$ cat config.mk
export PLATFORM = sky130hd
export DESIGN_NAME = pwm_gen
export DESIGN_NICKNAME = d
export VERILOG_FILES = /design/src/rtl/pwm_gen.sv
export SDC_FILE = /design/constraint.sdc
export NUM_CORES = 1
export LEC_CHECK = 0
export BUFFER_PORTS_ARGS = -buffer_cell sky130_fd_sc_hd__buf_4
export CAP_MARGIN = 0
export CORE_ASPECT_RATIO = 0.5
export CORE_MARGIN = 2
export CORE_UTILIZATION = 64
export CTS_CLUSTER_DIAMETER = 120
export CTS_CLUSTER_SIZE = 12
export DETAILED_ROUTE_END_ITERATION = 10
export PLACE_DENSITY = 0.86
export SYNTH_ARGS = -nofsm -noshare
export SYNTH_HDL_FRONTEND = slang
export SYNTH_SLANG_ARGS = --single-unit
export TNS_END_PERCENT = 20
$ cat constraint.sdc
create_clock -name clk -period 7 [get_ports clk]
set_input_delay 1.4 -clock clk [delete_from_list [all_inputs] [get_ports clk]]
set_output_delay 1.4 -clock clk [all_outputs]
set_load 0.005 [all_outputs]
$ cat src/rtl/pwm_gen.sv
// Free-running PWM generator with a microsecond time base.
//
// A prescaler divides the system clock down to 1 us ticks. A microsecond counter
// runs from 0 to per_sh-1, and the line is high while the counter is below duty_sh.
// The period and duty inputs are copied into shadow registers only at a period
// boundary, or while idle. Changes made in the middle of a period therefore
// cannot truncate or glitch the current pulse.
//
// Ports:
//   clk          - system clock, rising-edge active
//   rst          - asynchronous reset, active low
//   pwmPeriod    - PWM period in microseconds (0 = stop after the current period)
//   pwmDutyCycle - high time per period in microseconds (>= period means always high)
//   pwm          - registered PWM output
module pwm_gen #(
  parameter int unsigned CLK_PERIOD = 100,
  parameter int unsigned DATA_WIDTH = 32
) (
  input  logic                  clk,
  input  logic                  rst,
  input  logic [DATA_WIDTH-1:0] pwmPeriod,
  input  logic [DATA_WIDTH-1:0] pwmDutyCycle,
  output logic                  pwm
);

  localparam int unsigned TicksPerUs = (CLK_PERIOD == 0) ? 1 : 1000 / CLK_PERIOD;
  localparam int unsigned PrescW     = (TicksPerUs > 1) ? $clog2(TicksPerUs) : 1;
  localparam logic [PrescW-1:0] PrescLast = PrescW'(TicksPerUs - 1);

  if (CLK_PERIOD == 0 || CLK_PERIOD > 1000 || (1000 % CLK_PERIOD) != 0) begin : g_bad_clk_period
    $error("pwm_gen: CLK_PERIOD must divide 1000 exactly");
  end

  logic [PrescW-1:0]     presc_q, presc_d;
  logic [DATA_WIDTH-1:0] us_cnt_q, us_cnt_d;
  logic [DATA_WIDTH-1:0] per_sh_q, per_sh_d;
  logic [DATA_WIDTH-1:0] duty_sh_q, duty_sh_d;
  logic                  pwm_q, pwm_d;

  logic idle;
  logic us_tick;

  assign idle    = (per_sh_q == '0);
  assign us_tick = (presc_q == PrescLast);

  always_comb begin
    presc_d   = presc_q;
    us_cnt_d  = us_cnt_q;
    per_sh_d  = per_sh_q;
    duty_sh_d = duty_sh_q;
    pwm_d     = 1'b0;

    if (idle) begin
      // Idle: keep sampling the inputs until a nonzero period shows up.
      presc_d   = '0;
      us_cnt_d  = '0;
      per_sh_d  = pwmPeriod;
      duty_sh_d = pwmDutyCycle;
    end else begin
      presc_d = us_tick ? '0 : presc_q + PrescW'(1);
      if (us_tick) begin
        if (us_cnt_q == per_sh_q - DATA_WIDTH'(1)) begin
          // Period boundary: the only point where new settings are accepted.
          us_cnt_d  = '0;
          per_sh_d  = pwmPeriod;
          duty_sh_d = pwmDutyCycle;
        end else begin
          us_cnt_d = us_cnt_q + DATA_WIDTH'(1);
        end
      end
      // Uses the counter value before this edge, so the line lags the counter by one clock.
      pwm_d = (us_cnt_q < duty_sh_q);
    end
  end

  always_ff @(posedge clk or negedge rst) begin
    if (!rst) begin
      presc_q   <= '0;
      us_cnt_q  <= '0;
      per_sh_q  <= '0;
      duty_sh_q <= '0;
      pwm_q     <= 1'b0;
    end else begin
      presc_q   <= presc_d;
      us_cnt_q  <= us_cnt_d;
      per_sh_q  <= per_sh_d;
      duty_sh_q <= duty_sh_d;
      pwm_q     <= pwm_d;
    end
  end

  assign pwm = pwm_q;

endmodule

==> results.sh <==
export IMPL_hpwl_um=9970
export IMPL_synth_compound_area_share=0.0976
export IMPL_die_height_um=74.0
export IMPL_detailroute_via_count=4913
export IMPL_finalCritPeriodShare=0.696
export IMPL_post_detailed_route_drc_marker_count=0
export IMPL_timing_hold_worst_path_depth=1
export IMPL_unrepaired_setup_endpoints_after_global_routing="no"
export IMPL_timing_rr_end="per_sh_q[26]$_DFFE_PN0P_"
export IMPL_yosys_area_share_xor_xnor=0.0811
export IMPL_finish_net_count=776
export IMPL_worst_ir_drop_vdd_mv=0.120
export IMPL_synth_top_cells_by_count="sky130_fd_sc_hd__dfrtp_1, sky130_fd_sc_hd__nor2_1, sky130_fd_sc_hd__mux2_1"
export IMPL_grtUsageTotal=0.274
export IMPL_timing_critical_path_cells="inv_1 > ha_1 > nor4b_2 > nand2_2 > or4_1 > mux2_1 > mux2i_1 > o22a_1 > nor4_4 > a21o_4 > mux2_2"
export IMPL_ranking_of_synthesized_cells_by_area="sky130_fd_sc_hd__dfrtp_1, sky130_fd_sc_hd__mux2_1, sky130_fd_sc_hd__ha_1"
export IMPL_met3_usage=0.0683
export IMPL_most_used_standard_cell_by_instance_count_after_synthesis="sky130_fd_sc_hd__dfrtp_1"
export IMPL_grt_pass1_vias=4597
export IMPL_synth_seq_area_share=0.403
export IMPL_drt_pass1_iter_count=5
export IMPL_synth_top_family_by_area="simple AND/OR/NAND/NOR gates"
export IMPL_clkSlewWorstSetupHoldPaths_ns=0.07
export IMPL_critical_path_peak_fanout=83
export IMPL_final_core_util=0.750
export IMPL_avgViaCountPerCell=6.03
export IMPL_power_density_mw_per_mm2=174
export IMPL_drv_slew=0
export IMPL_worst_ep_arrival_time_ns=5.11
export IMPL_grt_antenna_before_repair=0
export IMPL_wire_length_of_the_first_global_routing_pass_um=22500
export IMPL_antenna_cells=0
export IMPL_hold_startpoint="duty_sh_q[14]$_DFFE_PN0P_"
export IMPL_regToRegStartpoint="per_sh_q[0]$_DFFE_PN0P_"
export IMPL_post_synth_inst_count=620
export IMPL_syn_mean_instance_area_um2=10.1
export IMPL_post_cts_hold_buffer_count=0
export IMPL_met1_usage=0.373
export IMPL_finish_instance_area_mm2=0.00710
export IMPL_clkLatencyLatePin_ns=0.36
export IMPL_timing_hold_violations_final=0
export IMPL_detail_route_wirelength_um=13700
export IMPL_synth_area_leader_cell="sky130_fd_sc_hd__dfrtp_1"
export IMPL_timing_setup_tns_ns=0
export IMPL_synth_warning_count=0
export IMPL_floorplan_initialDensity=0.661
export IMPL_power_mw=1.23
export IMPL_synthesis_nets=721
export IMPL_setup_viol_count_final=0
export IMPL_first_iter_violations=434
export IMPL_placeableCoreArea_mm2=0.00948
export IMPL_core_rowCount=25
export IMPL_final_layout_size_suffix_gt1_frac=0.160
export IMPL_async_reset_ff_frac=1.00
export IMPL_ant_nets=0
export IMPL_fmax_ghz=0.205
export IMPL_placement_io_buffers=66
export IMPL_crit_slowest_cell="sky130_fd_sc_hd__a21o_4"
export IMPL_layout_area_overhead_vs_synth_pct=13.4
export IMPL_max_stage_delay_ns=0.86
export IMPL_critical_path_type="reg -> reg"
export IMPL_critical_path_top_delay_family="simple AND/OR/NAND/NOR gates"
export IMPL_cts_made_buffers=9
export IMPL_place_inst=799
export IMPL_synth_edf_count=0
export IMPL_total_leakage_power_nw=3.35
export IMPL_boundaryPins=67
export IMPL_grt_max_degree=84
export IMPL_post_cts_buffers=0
export IMPL_timing_clock_skew_ns=0.00956
export IMPL_worst_case_setup_slack_after_placement_ns=2.27
export IMPL_grt_remaining_overflow=0
export IMPL_route_detailed_wl_per_inst_um=16.8
export IMPL_global_route_peak_usage_layer="met2"
export IMPL_die_w_um=144
export IMPL_ff2ff_setup_slack_ns=2.13
export IMPL_timing_final_crit_period_ns=4.87
export IMPL_required_ns=7.24
export IMPL_gp_congestion=0.919
export IMPL_maxCapViolCount=0
export IMPL_timing_critical_path_from_type="flop"
export IMPL_post_synth_and_or_nand_nor_area_fraction=0.183
export IMPL_worst_case_clock_buffer_depth=2
export IMPL_hold_path_class="reg -> reg"
export IMPL_floorplan_die_area_mm2=0.0106
export IMPL_whs_endpoint="duty_sh_q[14]$_DFFE_PN0P_"
export IMPL_placement_cell_area_mm2=0.00680
export IMPL_synth_adder_area_share=0.0699
export IMPL_ys_flop_type="sky130_fd_sc_hd__dfrtp_1"
export IMPL_synth_mux_area_frac=0.119
export IMPL_grt_util_met2=0.443
export IMPL_numClockSinks=101
export IMPL_final_critical_path_setup_slack_ns=2.13
export IMPL_root_buffer="sky130_fd_sc_hd__clkbuf_16"
export IMPL_outcome="complete, no violations"
export IMPL_ys_ff_latch=101
export IMPL_clock_tree_htree_level_count=3
export IMPL_cts_repair_resize_count=0
export IMPL_cts_tree="built"
export IMPL_timing_worst_slew_pin_value_ns=1.03
export IMPL_yosysTopAreaCellShare=0.403
export IMPL_synthDistinctLibCells=61
export IMPL_rr_worst_depth=11
export IMPL_crit_path_buffers_inverters=1
export IMPL_final_hold_worst_slack_ns=0.484
export IMPL_max_slew_headroom=0.310
export IMPL_worst_setup_path_end_kind="flop"
export IMPL_synth_area_mm2=0.00627
export IMPL_stdcell_count=815
registers in the layout, indices dropped and copies added (netlist names):
name	cells
duty_sh_q	32
per_sh_q	32
us_cnt_q	32
presc_q	4
pwm	1
cells in the final DEF, fill, tap and decap left out, types with 10 or more instances in the layout:
master,count
sky130_fd_sc_hd__buf_4,67
sky130_fd_sc_hd__ha_1,35
sky130_fd_sc_hd__and3_1,14
sky130_fd_sc_hd__mux2_1,48
sky130_fd_sc_hd__inv_1,39
sky130_fd_sc_hd__nor3_1,21
sky130_fd_sc_hd__nand3_1,20
sky130_fd_sc_hd__dfrtp_1,101
sky130_fd_sc_hd__xor2_1,23
sky130_fd_sc_hd__a21o_1,19
sky130_fd_sc_hd__nor2_1,58
sky130_fd_sc_hd__a21oi_1,11
sky130_fd_sc_hd__mux2_2,14
sky130_fd_sc_hd__nand4_1,10
sky130_fd_sc_hd__nand2_1,33
sky130_fd_sc_hd__xnor2_1,35
metal layers:
layer  wire length [um]  vias up
met2               6310      180
met3                982       21
li1                   -     2332
met1               6170     2380
met4                238        0
met5                  0        -
worst max-delay path by stage:
stage	start	end	slack, ns	depth (start not counted)
final	per_sh_q[0]$_DFFE_PN0P_	per_sh_q[26]$_DFFE_PN0P_	2.13	11
after global routing	per_sh_q[0]$_DFFE_PN0P_	per_sh_q[26]$_DFFE_PN0P_	1.86	11
after CTS	per_sh_q[0]$_DFFE_PN0P_	per_sh_q[26]$_DFFE_PN0P_	2.21	11
after detailed placement	per_sh_q[0]$_DFFE_PN0P_	per_sh_q[26]$_DFFE_PN0P_	2.27	11
after global placement	per_sh_q[0]$_DFFE_PN0P_	duty_sh_q[31]$_DFFE_PN0P_	2.39	11
after floorplan	per_sh_q[0]$_DFFE_PN0P_	duty_sh_q[10]$_DFFE_PN0P_	3.58	13
power breakdown:
| group | internal [mW] | switching, mW | leakage (nW) |
|---|---|---|---|
| sequential | 0.602 | 0.0210 | 1.25 |
| combinational | 0.0547 | 0.0442 | 1.96 |
| clock | 0.288 | 0.224 | 0.142 |
| total | 0.945 | 0.289 | 3.35 |
final cells by class:
type	count	area, um^2
clock buffer	11	243
clock inverter	5	58.8
fill	688	2370
inverter	39	146
multi-input combinational	457	3460
sequential	101	2530
tap	135	169
timing repair buffer	67	503
worst reg2reg max path, stage by stage, from the launching register on:
cell,delay [ns]
sky130_fd_sc_hd__dfrtp_1,0.44
sky130_fd_sc_hd__inv_1,0.09
sky130_fd_sc_hd__ha_1,0.20
sky130_fd_sc_hd__nor4b_2,0.56
sky130_fd_sc_hd__nand2_2,0.24
sky130_fd_sc_hd__or4_1,0.53
sky130_fd_sc_hd__mux2_1,0.24
sky130_fd_sc_hd__mux2i_1,0.07
sky130_fd_sc_hd__o22a_1,0.28
sky130_fd_sc_hd__nor4_4,0.75
sky130_fd_sc_hd__a21o_4,0.86
sky130_fd_sc_hd__mux2_2,0.50
logic make-up (layout without fill, tap and decap cells):
kind of cell	after synthesis	in the layout
xor+xnor	58	58
fa+ha+maj	35	35
mux	67	67
buf+inv	62	122
simple gates	213	213
flops	101	101
compound gates	84	84
(Power assumes the default switching activity.)
